--- src/rtl/seq_divider_pkg.sv ---
// Shared types and defaults for the sequential restoring divider.
// Optional signed support is enabled by defining SEQ_DIVIDER_SIGNED_EN.
package seq_divider_pkg;

  localparam int DEF_WIDTH = 32;

  typedef enum logic [1:0] {
    ST_IDLE = 2'd0,
    ST_CALC = 2'd1,
    ST_DONE = 2'd2
  } state_e;

endpackage

--- src/rtl/seq_divider_div_step.sv ---
// One restoring division step: compare the shifted partial remainder with the
// divisor, subtract when it fits, and emit the resulting quotient bit.
module div_step
  import seq_divider_pkg::*;
#(
  parameter int WIDTH = DEF_WIDTH
) (
  input  logic [WIDTH:0]   rem_i,
  input  logic [WIDTH-1:0] div_i,
  output logic [WIDTH-1:0] rem_o,
  output logic             qbit_o
);

  logic [WIDTH-1:0] diff;

  // When the subtraction is taken the true difference is below the divisor,
  // so the low WIDTH bits of the wrapped difference are exact.
  always_comb begin
    diff   = rem_i[WIDTH-1:0] - div_i;
    qbit_o = (rem_i >= {1'b0, div_i});
    rem_o  = qbit_o ? diff : rem_i[WIDTH-1:0];
  end

endmodule

--- src/rtl/seq_divider.sv ---
// Sequential restoring divider, one quotient bit per cycle, fixed latency.
// Define SEQ_DIVIDER_SIGNED_EN to honour signed_i (truncating signed division).
module seq_divider
  import seq_divider_pkg::*;
#(
  parameter int WIDTH = DEF_WIDTH
) (
  input  logic             clk_i,
  input  logic             rst_n_i,
  input  logic             start_i,
  input  logic             signed_i,
  input  logic [WIDTH-1:0] dividend_i,
  input  logic [WIDTH-1:0] divisor_i,
  output logic             busy_o,
  output logic             done_o,
  output logic [WIDTH-1:0] quotient_o,
  output logic [WIDTH-1:0] remainder_o,
  output logic             div_zero_o
);

  localparam int               CNT_W    = $clog2(WIDTH);
  localparam logic [CNT_W-1:0] CNT_LAST = CNT_W'(WIDTH - 1);

  state_e           state_q;
  logic [CNT_W-1:0] cnt_q;
  logic             busy_q, done_q, dz_q;
  logic [WIDTH-1:0] quo_q, rem_q;
  logic [WIDTH-1:0] acc_q, prem_q, dvs_q;
  logic [WIDTH-1:0] a_mag, b_mag, q_raw, step_rem, quo_d, rem_d;
  logic             step_qbit;
  logic             accept;

  assign accept = (state_q == ST_IDLE) && start_i;

  div_step #(.WIDTH(WIDTH)) u_step (
    .rem_i  ({prem_q, acc_q[WIDTH-1]}),
    .div_i  (dvs_q),
    .rem_o  (step_rem),
    .qbit_o (step_qbit)
  );

  assign q_raw = {acc_q[WIDTH-2:0], step_qbit};

`ifdef SEQ_DIVIDER_SIGNED_EN
  logic a_neg, b_neg, qneg_q, rneg_q;

  // Divide magnitudes, then restore signs; most-negative / -1 wraps back to
  // the dividend naturally.
  always_comb begin
    a_neg = signed_i & dividend_i[WIDTH-1];
    b_neg = signed_i & divisor_i[WIDTH-1];
    a_mag = a_neg ? -dividend_i : dividend_i;
    b_mag = b_neg ? -divisor_i : divisor_i;
    quo_d = qneg_q ? -q_raw : q_raw;
    rem_d = rneg_q ? -step_rem : step_rem;
  end

  always_ff @(posedge clk_i) begin
    if (accept) begin
      qneg_q <= a_neg ^ b_neg;
      rneg_q <= a_neg;
    end
  end
`else
  logic unused_signed;

  assign unused_signed = signed_i;

  always_comb begin
    a_mag = dividend_i;
    b_mag = divisor_i;
    quo_d = q_raw;
    rem_d = step_rem;
  end
`endif

  always_ff @(posedge clk_i) begin
    if (accept) begin
      acc_q  <= a_mag;
      prem_q <= '0;
      dvs_q  <= b_mag;
    end else if (state_q == ST_CALC) begin
      acc_q  <= q_raw;
      prem_q <= step_rem;
    end
  end

  always_ff @(posedge clk_i or negedge rst_n_i) begin
    if (!rst_n_i) begin
      state_q <= ST_IDLE;
      cnt_q   <= '0;
      busy_q  <= 1'b0;
      done_q  <= 1'b0;
      dz_q    <= 1'b0;
      quo_q   <= '0;
      rem_q   <= '0;
    end else begin
      done_q <= 1'b0;
      case (state_q)
        ST_IDLE: begin
          if (start_i) begin
            cnt_q <= '0;
            if (divisor_i == '0) begin
              state_q <= ST_DONE;
              done_q  <= 1'b1;
              dz_q    <= 1'b1;
              quo_q   <= '1;
              rem_q   <= dividend_i;
            end else begin
              state_q <= ST_CALC;
              busy_q  <= 1'b1;
            end
          end
        end
        ST_CALC: begin
          if (cnt_q == CNT_LAST) begin
            state_q <= ST_DONE;
            cnt_q   <= '0;
            busy_q  <= 1'b0;
            done_q  <= 1'b1;
            dz_q    <= 1'b0;
            quo_q   <= quo_d;
            rem_q   <= rem_d;
          end else begin
            cnt_q <= cnt_q + 1'b1;
          end
        end
        ST_DONE: state_q <= ST_IDLE;
        default: state_q <= ST_IDLE;
      endcase
    end
  end

  assign busy_o      = busy_q;
  assign done_o      = done_q;
  assign quotient_o  = quo_q;
  assign remainder_o = rem_q;
  assign div_zero_o  = dz_q;

endmodule

--- config.mk ---
export PLATFORM = sky130hd
export DESIGN_NAME = seq_divider
export DESIGN_NICKNAME = d
export VERILOG_FILES = /design/src/rtl/seq_divider_pkg.sv /design/src/rtl/seq_divider_div_step.sv /design/src/rtl/seq_divider.sv
export SDC_FILE = /design/constraint.sdc
export NUM_CORES = 1
export LEC_CHECK = 0
export ABC_AREA = 1
export CAP_MARGIN = 0
export CORE_MARGIN = 3
export CORE_UTILIZATION = 40
export DETAILED_ROUTE_END_ITERATION = 16
export PLACE_DENSITY = 0.68
export SKIP_LAST_GASP = 1
export SLEW_MARGIN = 20
export SYNTH_ARGS = -nofsm -noshare
export SYNTH_HDL_FRONTEND = slang
export SYNTH_SLANG_ARGS = --single-unit
--- constraint.sdc ---
create_clock -name clk_i -period 5.4 [get_ports clk_i]
set_input_delay 0.81 -clock clk_i [delete_from_list [all_inputs] [get_ports clk_i]]
set_output_delay 0.81 -clock clk_i [all_outputs]
set_load 0.1 [all_outputs]
# Word level (Yosys, flattened, before mapping)
# Index checks and enable logic that the tools add are counted.
# op_classes
magnitude_cmp,1
add_sub_neg,2
eq_ne,6
n_reduce_logical,9
n_mux,29
# ops
operator,count
$mux 32,9
$pmux 32 s2,2
$ge 33x32->1,1
$logic_not 32->1,1
$sub 32x32->32,1
$mux 5,2
$pmux 5 s2,1
$mux 1,8
$reduce_and 4->1,2
$mux 2,3
$pmux 1 s2,3
$add 5x1->5 const B,1
$eq 5x5->1 const B,1
$ne 2x1->1 const B,2
$ne 2x2->1 const B,2
$pmux 2 s2,1
$reduce_and 2->1,2
$reduce_bool 2->1,2
$eq 2x1->1 const B,1
$logic_not 2->1,1
$logic_and 1x1->1,1
# totals
reg_bits,170
out_inout_bits,67
in_bits,68
wordCells,57

# Longest topological paths before layout
# logic_depth
word_depth,4
ltp_mapped,17
mapped_depth_nobuf,16

# Cells and area by module
# Synthesis repeated with hierarchy kept, for this count alone.
# unflattened
hier_cells,1385
area_unflattened_um2,10121.0
# modules_own_cells
mod,area_per_inst_um2,n_inst,cells_each,seq_area_each_um2
seq_divider,6960.4,1,738,4414.2
div_step,3160.5,1,647,0.0

# Worst setup path after synthesis
# Ideal clock, no wire load.
# synth_timing
path_type,in2reg
from,input port start_i
to,register acc_q[23] (data pin)
required_ps,5088
n_path_buf,2
setup_time_ps,312
setup_slack_ps,2500
t_arrival_ps,2588
stages,5
cell_sequence,nand2_1 nor2_1 buf_2 clkbuf_1 o21ai_0
# synth_via
elab_chain_cells,2
# synth_rtl
element,line,rtl
from (decl),seq_divider.sv:10,"input logic start_i,"
$logic_and 1x1->1,seq_divider.sv:33,assign accept = (state_q == ST_IDLE) && start_i;
via accept,seq_divider.sv:31,logic accept;
$mux 32,seq_divider.sv:78,if (accept) begin
to (signal assigned),seq_divider.sv:79,acc_q <= a_mag;
to (signal assigned),seq_divider.sv:83,acc_q <= q_raw;
to (decl),seq_divider.sv:28,"logic [WIDTH-1:0] acc_q, prem_q, dvs_q;"
# The timed path passes the listed nets, and every way through them passes these cells.
# A chain may end at the register's enable or synchronous reset.

# Final worst setup path
# layout_timing
from,input port divisor_i[29]
to,"register rem_q[1], in the netlist remainder_o[1]"
# layout_via
elab_chain_cells,3
# layout_rtl
element,line,rtl
from (decl),seq_divider.sv:13,"input logic [WIDTH-1:0] divisor_i,"
$logic_not 32->1,seq_divider.sv:103,if (divisor_i == '0) begin
$ne 2x1->1 (no line),n/a,
$reduce_and 4->1 (no line),n/a,
to (signal assigned),seq_divider.sv:108,rem_q <= dividend_i;
to (signal assigned),seq_divider.sv:123,rem_q <= rem_d;
to (decl),seq_divider.sv:27,"logic [WIDTH-1:0] quo_q, rem_q;"
# No other way between the ends.

==> impl_metrics.json <==
{
  "critical_path_class": "input pin to flip-flop",
  "pin_count": 135,
  "hold_buffers": 0,
  "dp_hpwl_mm": 19.8,
  "status": "completed",
  "gr-total-overflow": 0,
  "post_synth.cell_area_avg_um2": 7.46,
  "die_w_um": 163,
  "wl_per_cell_um": 14.9,
  "maxSlewViolCount": 0,
  "async_flop_share_pct": 43.5,
  "synth_top_area_share_pct": 19.5,
  "period_share_pct": 54.7,
  "drive_gt1_share_pct": 5.65,
  "h-tree-depth": 4,
  "synthCells": 1320,
  "worst_setup_path_start_kind": "input pin",
  "fin_skew_ps": 10.9,
  "grtUsageTotal_pct": 20.3,
  "path_clk_slew_ps": 70,
  "fillers": 2375,
  "worst_slew_pin_slew_ps": 1040,
  "drtAntennaViolNets": 0,
  "cp.required_ps": 5760,
  "area_growth_pct": 21.7,
  "synth_most_common_cell": "nand2_1",
  "synth_seq_cells": 170,
  "rows": 56,
  "maxSlewHeadroom_pct": 30.3,
  "min_path_type": "flip-flop to flip-flop",
  "grt_pass1_wl_mm": 42.6,
  "endpoint_kind": "flip-flop",
  "drt-total-wl_mm": 26.3,
  "port_buffers": 133,
  "syn-cell-area_mm2": 0.00985,
  "cap_viol_max_count": 0,
  "core-area_mm2": 0.0238,
  "synth-edff-count": 64,
  "cts_buffer_depth": 2,
  "yosysSeqAreaShare_pct": 44.8,
  "yosysUniqueCellTypes": 41,
  "routed_via_density": 4.85,
  "syn-num-nets": 1423,
  "dr.pass1.iters": 5,
  "layout_min_cycle_time_ps": 2950,
  "crit_fanout": 44,
  "fmax_ghz": 0.339,
  "drc_errors": 0,
  "finalSetupViolations": 0,
  "nNetsFinal": 1541,
  "hold_viol_final": 0,
  "post-cts-setup-buffer-count": 0,
  "first_global_vias": 8126,
  "tns_ps": 0,
  "drt-initial-drc-count": 738,
  "clock_sinks": 170,
  "place.gp.congestion": 0.877,
  "die_area_mm2": 0.0266,
  "yosys_warnings": 0,
  "grt_start_max_net_pins": 75,
  "synth.area.top_cells": "edfxtp_1 20%, dfrtp_1 19%, nand2_1 15%, inv_1 9.4%, dfxtp_1 6.5%",
  "n_antenna_cell": 0,
  "arrival_ps": 3310,
  "antenna_found_initial": 0,
  "dieHeight_um": 163,
  "cts_tree": "yes",
  "synth-main-ff-cell": "dfrtp_1",
  "synthTopCellsByCount": "405 x nand2_1, 247 x inv_1, 121 x nand3_1",
  "yosysTopAreaCell": "edfxtp_1",
  "cts_root_buf": "clkbuf_16",
  "cts_inserted_buffers": 17,
  "cts.repair.resized": 0,
  "clkLatencyLatePin_ps": 430,
  "rsz0062_at_grt": "false",
  "vias": 8578,
  "start_util_pct": 41.4
}
[layout by cell type (no fill, tap or decap), types with 3 or more instances in the layout]
cell type / count
a21oi_1: 48
buf_4: 9
clkbuf_16: 17
clkdlybuf4s50_1: 132
clkinv_4: 4
dfrtp_1: 74
dfxtp_1: 32
edfxtp_1: 64
ha_1: 34
inv_1: 247
inv_2: 3
inv_8: 5
nand2_1: 405
nand2_2: 11
nand3_1: 121
nand3_2: 10
nand3b_1: 6
nand4_1: 10
nor2_1: 81
nor2_2: 8
nor2_4: 3
nor3_1: 4
nor4_1: 4
o211ai_1: 26
o21ai_0: 44
o21ai_1: 7
or2_1: 4
xnor2_1: 15
[final timing paths]
path                       cells after the start  slack (ps)        endpoint           from
setup / recovery                               8        2450  remainder_o[1]  divisor_i[29]
hold reg to reg                                2         490       prem_q[1]      prem_q[1]
max in group asynchronous                      1        4270          done_o        rst_n_i
min in group asynchronous                      1         500   quotient_o[7]        rst_n_i
hold / removal                                 2         490       prem_q[1]      prem_q[1]
setup reg to reg                              10        2580  remainder_o[1]       cnt_q[0]
[state kept, by name, indices dropped and copies added, names as in the netlist]
name         flops
cnt_q            5
busy_o           1
dvs_q           32
done_o           1
acc_q           32
remainder_o     32
prem_q          32
quotient_o      32
div_zero_o       1
state_q          2
[layer usage]
metal	vias to the layer above	wire length (um)	global-route usage, %	part of all wire, %
met4	0	312	4.04	1.2
met5	-	0	0	0
met3	25	1430	2.95	5.4
li1	4387	-	-	-
met2	238	11100	30.2	42
met1	3928	13400	31.3	51
[logic make-up after synthesis]
family | after synthesis | share of synthesized area [%]
and+or+nand+nor | 672 | 29.4
DFF | 170 | 44.8
buffers and inverters | 293 | 12.1
adders and majority gates | 35 | 4.52
AOI/OAI and AO/OA | 133 | 7.66
xor gates and xnor gates | 17 | 1.51
[per-stage QoR]
stage	std cells	util, %	hold slack (ps)	cell area (um^2)	setup slack, ps
floorplan	1320	-	444	9850	2500
global placement	1738	47.9	471	11400	1980
detailed placement	1738	47.9	480	11400	1910
CTS	1770	50.3	491	12000	2360
global route	1770	50.3	511	12000	2190
finish	1770	50.3	486	12000	2450
[worst max-delay path, cell delays in order]
cell	delay (ps)
clkdlybuf4s50_1	420
nor4_1	530
nand3b_1	150
nor2_2	270
nand2_2	90
nand2_2	700
nand4_1	230
nand2_1	100
[cell type report]
type	count	area (um^2)	area share, %
timing repair buffer	141	1390	11.6
inverter	251	945	7.88
clock buffer	17	425	3.55
multi-input combinational	857	4260	35.6
clock inverter	15	151	1.26
tap	319	399	3.33
sequential	170	4410	36.8
Power is not shown: default switching activity piles up to over one toggle a cycle in this logic, so the estimate is an artifact.
==> RTL edit 1: new RTL, same settings <==
The option `SEQ_DIVIDER_SIGNED_EN` is turned on by a define.
--- a/src/rtl/seq_divider.sv
+++ b/src/rtl/seq_divider.sv
@@ -2,2 +2,4 @@
 // Define SEQ_DIVIDER_SIGNED_EN to honour signed_i (truncating signed division).
+`define SEQ_DIVIDER_SIGNED_EN
+
 module seq_divider
Behaviour: no difference found for any inputs over 4 cycles, from zero or initial values and one cycle with rst_n_i low; that may be too few to reach the edited logic, so the function may still have changed.
==> RTL edit 1 against the unedited design <==
- area after synthesis grew 26%
- design area increased by 23%
- utilization fell by 1.5 points
- die area up 25%
- setup slack lost 1600 ps
- first-iteration DRC count up 64%
- sequential cell count up 2
- wire length rose by 53%
- count of clock-buffer cells in the layout increased by 1
- global-route usage up 3.7 points
- synthesized cell count is 34% higher
- critical endpoint is now quotient_o[30]
==> RTL edit 1: results (changes against the unedited design) <==
status: "complete, no violations"
whs_endpoint: "div_zero_o"
place.gp.congestion: 0.9234  # +5.3%
io_buffers: 134  # +0.75%
grtUsageMet3_pct: 3.369  # +0.42 points
relSlewSlack_pct: 29.32  # -1.0 points
internal-power_mw: 4.554
period_needed_ps: 4589  # +1637 ps
crit_fanout: 18  # -59%
synthTopCellsByArea: "edfxtp_1 (16%), dfrtp_1 (15%), nand2_1 (15%)"
antenna_cells: 0  # unchanged
async_reset_ff_share_pct: 43.02  # -0.51 points
via_per_inst: 5.294  # +9.2%
synth_nets: 1878  # +32%
power.leakage_nw: 6.757
path_class: "flip-flop to flip-flop"
use_met1_pct: 33.37  # +2.1 points
cp-startpoint: "prem_q[28]"
layout.nets: 1992  # +29%
ys_types: 56  # +37%
met2_usage_pct: 39.23  # +9.0 points
hp-start: "div_zero_o"
fin_skew_ps: 12.17  # +1.239 ps
grt_pass1_wl_um: 63080  # +48%
drive_above_1_share_pct: 5.743  # +0.092 points
h-tree-depth: 4  # unchanged
cpPeakStageDelay_ps: 550  # -150 ps
reg2reg_depth: 23  # +13
r2r_slack_ps: 810  # -1770 ps
synth_commonest_cells: "nand2_1 (481), inv_1 (230), nor2_1 (173)"
drt_iter0_markers: 1210  # +64%
hpwlAfterDp_um: 32150  # +62%
netlist_instances: 1771  # +34%
grt.total_usage_pct: 23.93  # +3.7 points
yosysSeqAreaShare_pct: 35.98  # -8.8 points
grt_pass1_vias: 11370  # +40%
cp_slowest_cell: "nor2_2"
dp_cells: 2256  # +30%
stdcell_area_mm2: 0.01470  # +23%
drtPass1Iterations: 5  # unchanged
placed_area_mm2: 0.01409  # +23%
num_vias: 12110  # +41%
place_ws_ps: 958.9  # -955.4 ps
routed_wl_um: 40190  # +53%
RTL edit 1: cell types whose count changed in the layout (fill, tap and decap cells not counted), sizes merged, moves of 12 or more:
cell    change
a21oi      +13
a31oi      +15
inv        -12
nand2      +75
nand4      +14
nor2       +99
nor3       +24
o211ai     -17
o21ai      +75
o21bai     +12
o22ai      +20
xor2       +71
RTL edit 1: layer usage:
layer  share of wire [%]  wire [um]  vias up
met5                   0          0        -
met4                 2.0        802        0
met3                 5.8       2340       52
met2                  46      18640      421
met1                  46      18400     5633
li1                    -          -     6006
RTL edit 1: cell type report:
class	count	share of cell area, %
clock inverter	14	1.260
timing repair buffer	145	9.669
sequential	172	30.44
inverter	243	6.230
clock buffer	18	2.919
tap	390	3.319
multi-input combinational	1306	46.17
RTL edit 1: cell families after synthesis:
family	after synthesis	synth area share (%)
simple gates	906	31.60
buf+inv	293	9.537
compound gates	265	12.14
flops	172	35.98
xor+xnor	96	6.761
fa+ha+maj	39	3.984
==> RTL edit 2: new RTL, same settings <==
Without the edit above. Put one more register stage on the output `remainder_o`, cleared by the reset. The value now appears one clock later. The other outputs are not delayed to match.
--- a/src/rtl/seq_divider.sv
+++ b/src/rtl/seq_divider.sv
@@ -136,3 +136,9 @@
   assign quotient_o  = quo_q;
-  assign remainder_o = rem_q;
+  always_ff @(posedge clk_i or negedge rst_n_i) begin
+    if (!rst_n_i) begin
+      remainder_o <= '0;
+    end else begin
+      remainder_o <= rem_q;
+    end
+  end
   assign div_zero_o  = dz_q;
Function: changed (Yosys sat finds a counterexample within 4 cycles, from zero or initial values and one cycle with rst_n_i low).
==> RTL edit 2 against the unedited design <==
- maximum frequency fell by 3.5%
- sequential cell count rose by 32
- count of clock-buffer cells in the layout rose by 13
- setup slack got worse by 110 ps
- critical path type is now flip-flop to flip-flop
- wire length rose by 1.7%
- first-iteration DRC count rose by 6.6%
- utilization fell by 0.21 points
- area after synthesis rose by 6.1%
- worst hold slack got worse by 110 ps
- design area rose by 6.5%
==> RTL edit 2: results (changes against the unedited design) <==
reg2reg_depth: 12  # +2
synth_compound_area_share_pct: 8.998  # +1.3 points
h-tree-depth: 1  # -3
grt_start_max_net_pins: 99  # +32%
globalRouteOverflowTotal: 0  # unchanged
synthTopCellsByArea: "dfrtp_1 (25%), edfxtp_1 (18%), nand2_1 (15%)"
cp_slowest_cell: "o211ai_1"
r2r_slack_ps: 2340  # -240 ps
worstReg2RegEnd: "rem_q[12]"
status: "complete, no violations"
hp-start: "rem_q[15]"
num_vias: 8695  # +1.4%
worst_ep_arrival_time_ps: 3430  # +120 ps
yosysSeqAreaShare_pct: 49.87  # +5.1 points
vdd_drop_max_mv: 0.5351
synthAdderAreaFrac_pct: 4.260  # -0.26 points
ys.flop_type: "dfrtp_1"
layout.nets: 1543  # +0.13%
antenna_cells: 0  # unchanged
place.gp.congestion: 1.000  # +14%
hpwlAfterDp_um: 20070  # +1.1%
clk_pin_slew_worst_paths_ps: 60
synthMuxAreaShare_pct: 0  # unchanged
switching_share_pct: 49.53
power.leakage_nw: 6.188
post_cts_buffers: 0  # unchanged
clk_latency_ps: 510  # +80 ps
critPathTopFamily: "simple AND/OR/NAND/NOR gates"
grt.total_usage_pct: 18.88  # -1.4 points
cts.path.max_buffers: 3  # +1
place_ws_ps: 1792  # -122.8 ps
avgSynthCellArea_um2: 7.946  # +6.4%
async_reset_ff_share_pct: 52.48  # +8.9 points
drtPass1Iterations: 6  # +1
p_clk_mw: 1.48
r2r-start: "dvs_q[26]"
synth_xor_area_share_pct: 1.424  # -0.087 points
antenna_found_initial: 0  # unchanged
cpPeakStageDelay_ps: 540  # -160 ps
crit_fanout: 53  # +20%
fin_skew_ps: 9.673  # -1.256 ps
routed_wl_um: 26760  # +1.7%
grt_pass1_vias: 8291  # +2.0%
min_path_cells: 0  # -2
cts_made_buffers: 22  # +5
cts-root-buf: "clkbuf_16"
ys_types: 40  # -2.4%
cts_resized: 0  # unchanged
drt_iter0_markers: 787  # +6.6%
grt_pass1_wl_um: 43330  # +1.7%
synth_nets: 1419  # -0.28%
drive_above_1_share_pct: 4.876  # -0.77 points
whs_endpoint: "remainder_o[15]"
tightest_slew_ps: 1021  # -21.25 ps
synth_commonest_cells: "nand2_1 (409), inv_1 (222), dfrtp_1 (106)"
nFillCells: 2439  # +2.7%
==> RTL edit 2: worst max-delay path by stage <==
stage	from	end	slack [ps]	depth (start not counted)
floorplan	start_i	acc_q[22]	2680	5
global placement	divisor_i[27]	rem_q[27]	1850	12
detailed placement	divisor_i[27]	rem_q[3]	1790	12
CTS	state_q[1]	rem_q[2]	2180	10
global route	cnt_q[0]	rem_q[12]	2050	12
finish	dvs_q[26]	rem_q[12]	2340	12
==> RTL edit 2: through the flow <==
| stage | hold WS, ps | instance area (um2) | power (mW) | instances | util (%) |
|---|---|---|---|---|---|
| 6_report | 373.4 | 12760 | 8.940 | 1786 | 50.11 |
| 5_1_grt | 377.7 | 12760 | 9.633 | 1786 | 50.11 |
| 4_1_cts | 374.1 | 12760 | 8.988 | 1786 | 50.11 |
| 3_5_place_dp | 362.2 | 12050 | 7.478 | 1746 | 47.29 |
| 3_3_place_gp | 358.6 | 12050 | 7.399 | 1746 | 47.29 |
| 2_1_floorplan | 354.6 | 10460 | 6.299 | 1316 | - |
==> RTL edit 2: cell type report <==
class / count / share of cell area (%)
sequential: 202 / 40.85
multi-input combinational: 842 / 32.63
timing repair buffer: 140 / 10.82
inverter: 232 / 6.822
clock buffer: 30 / 5.038
tap: 330 / 3.235
clock inverter: 10 / 0.5979
==> RTL edit 2: kinds of logic after synthesis <==
family / count (synthesis)
adders and majority gates: 35
and+or+nand+nor: 631
DFF: 202
buffers and inverters: 272
AOI/OAI and AO/OA: 159
xor gates and xnor gates: 17
==> RTL edit 2: metal layers <==
layer  global-route usage, %  share of wire, %  vias to the layer above  wire (um)
li1                        -                 -                     4417          -
met1                   27.98                48                     4011      12770
met2                   29.76                44                      239      11750
met3                   2.833               6.9                       28       1840
met4                   3.593               1.5                        0        398
met5                       0                 0                        -          0
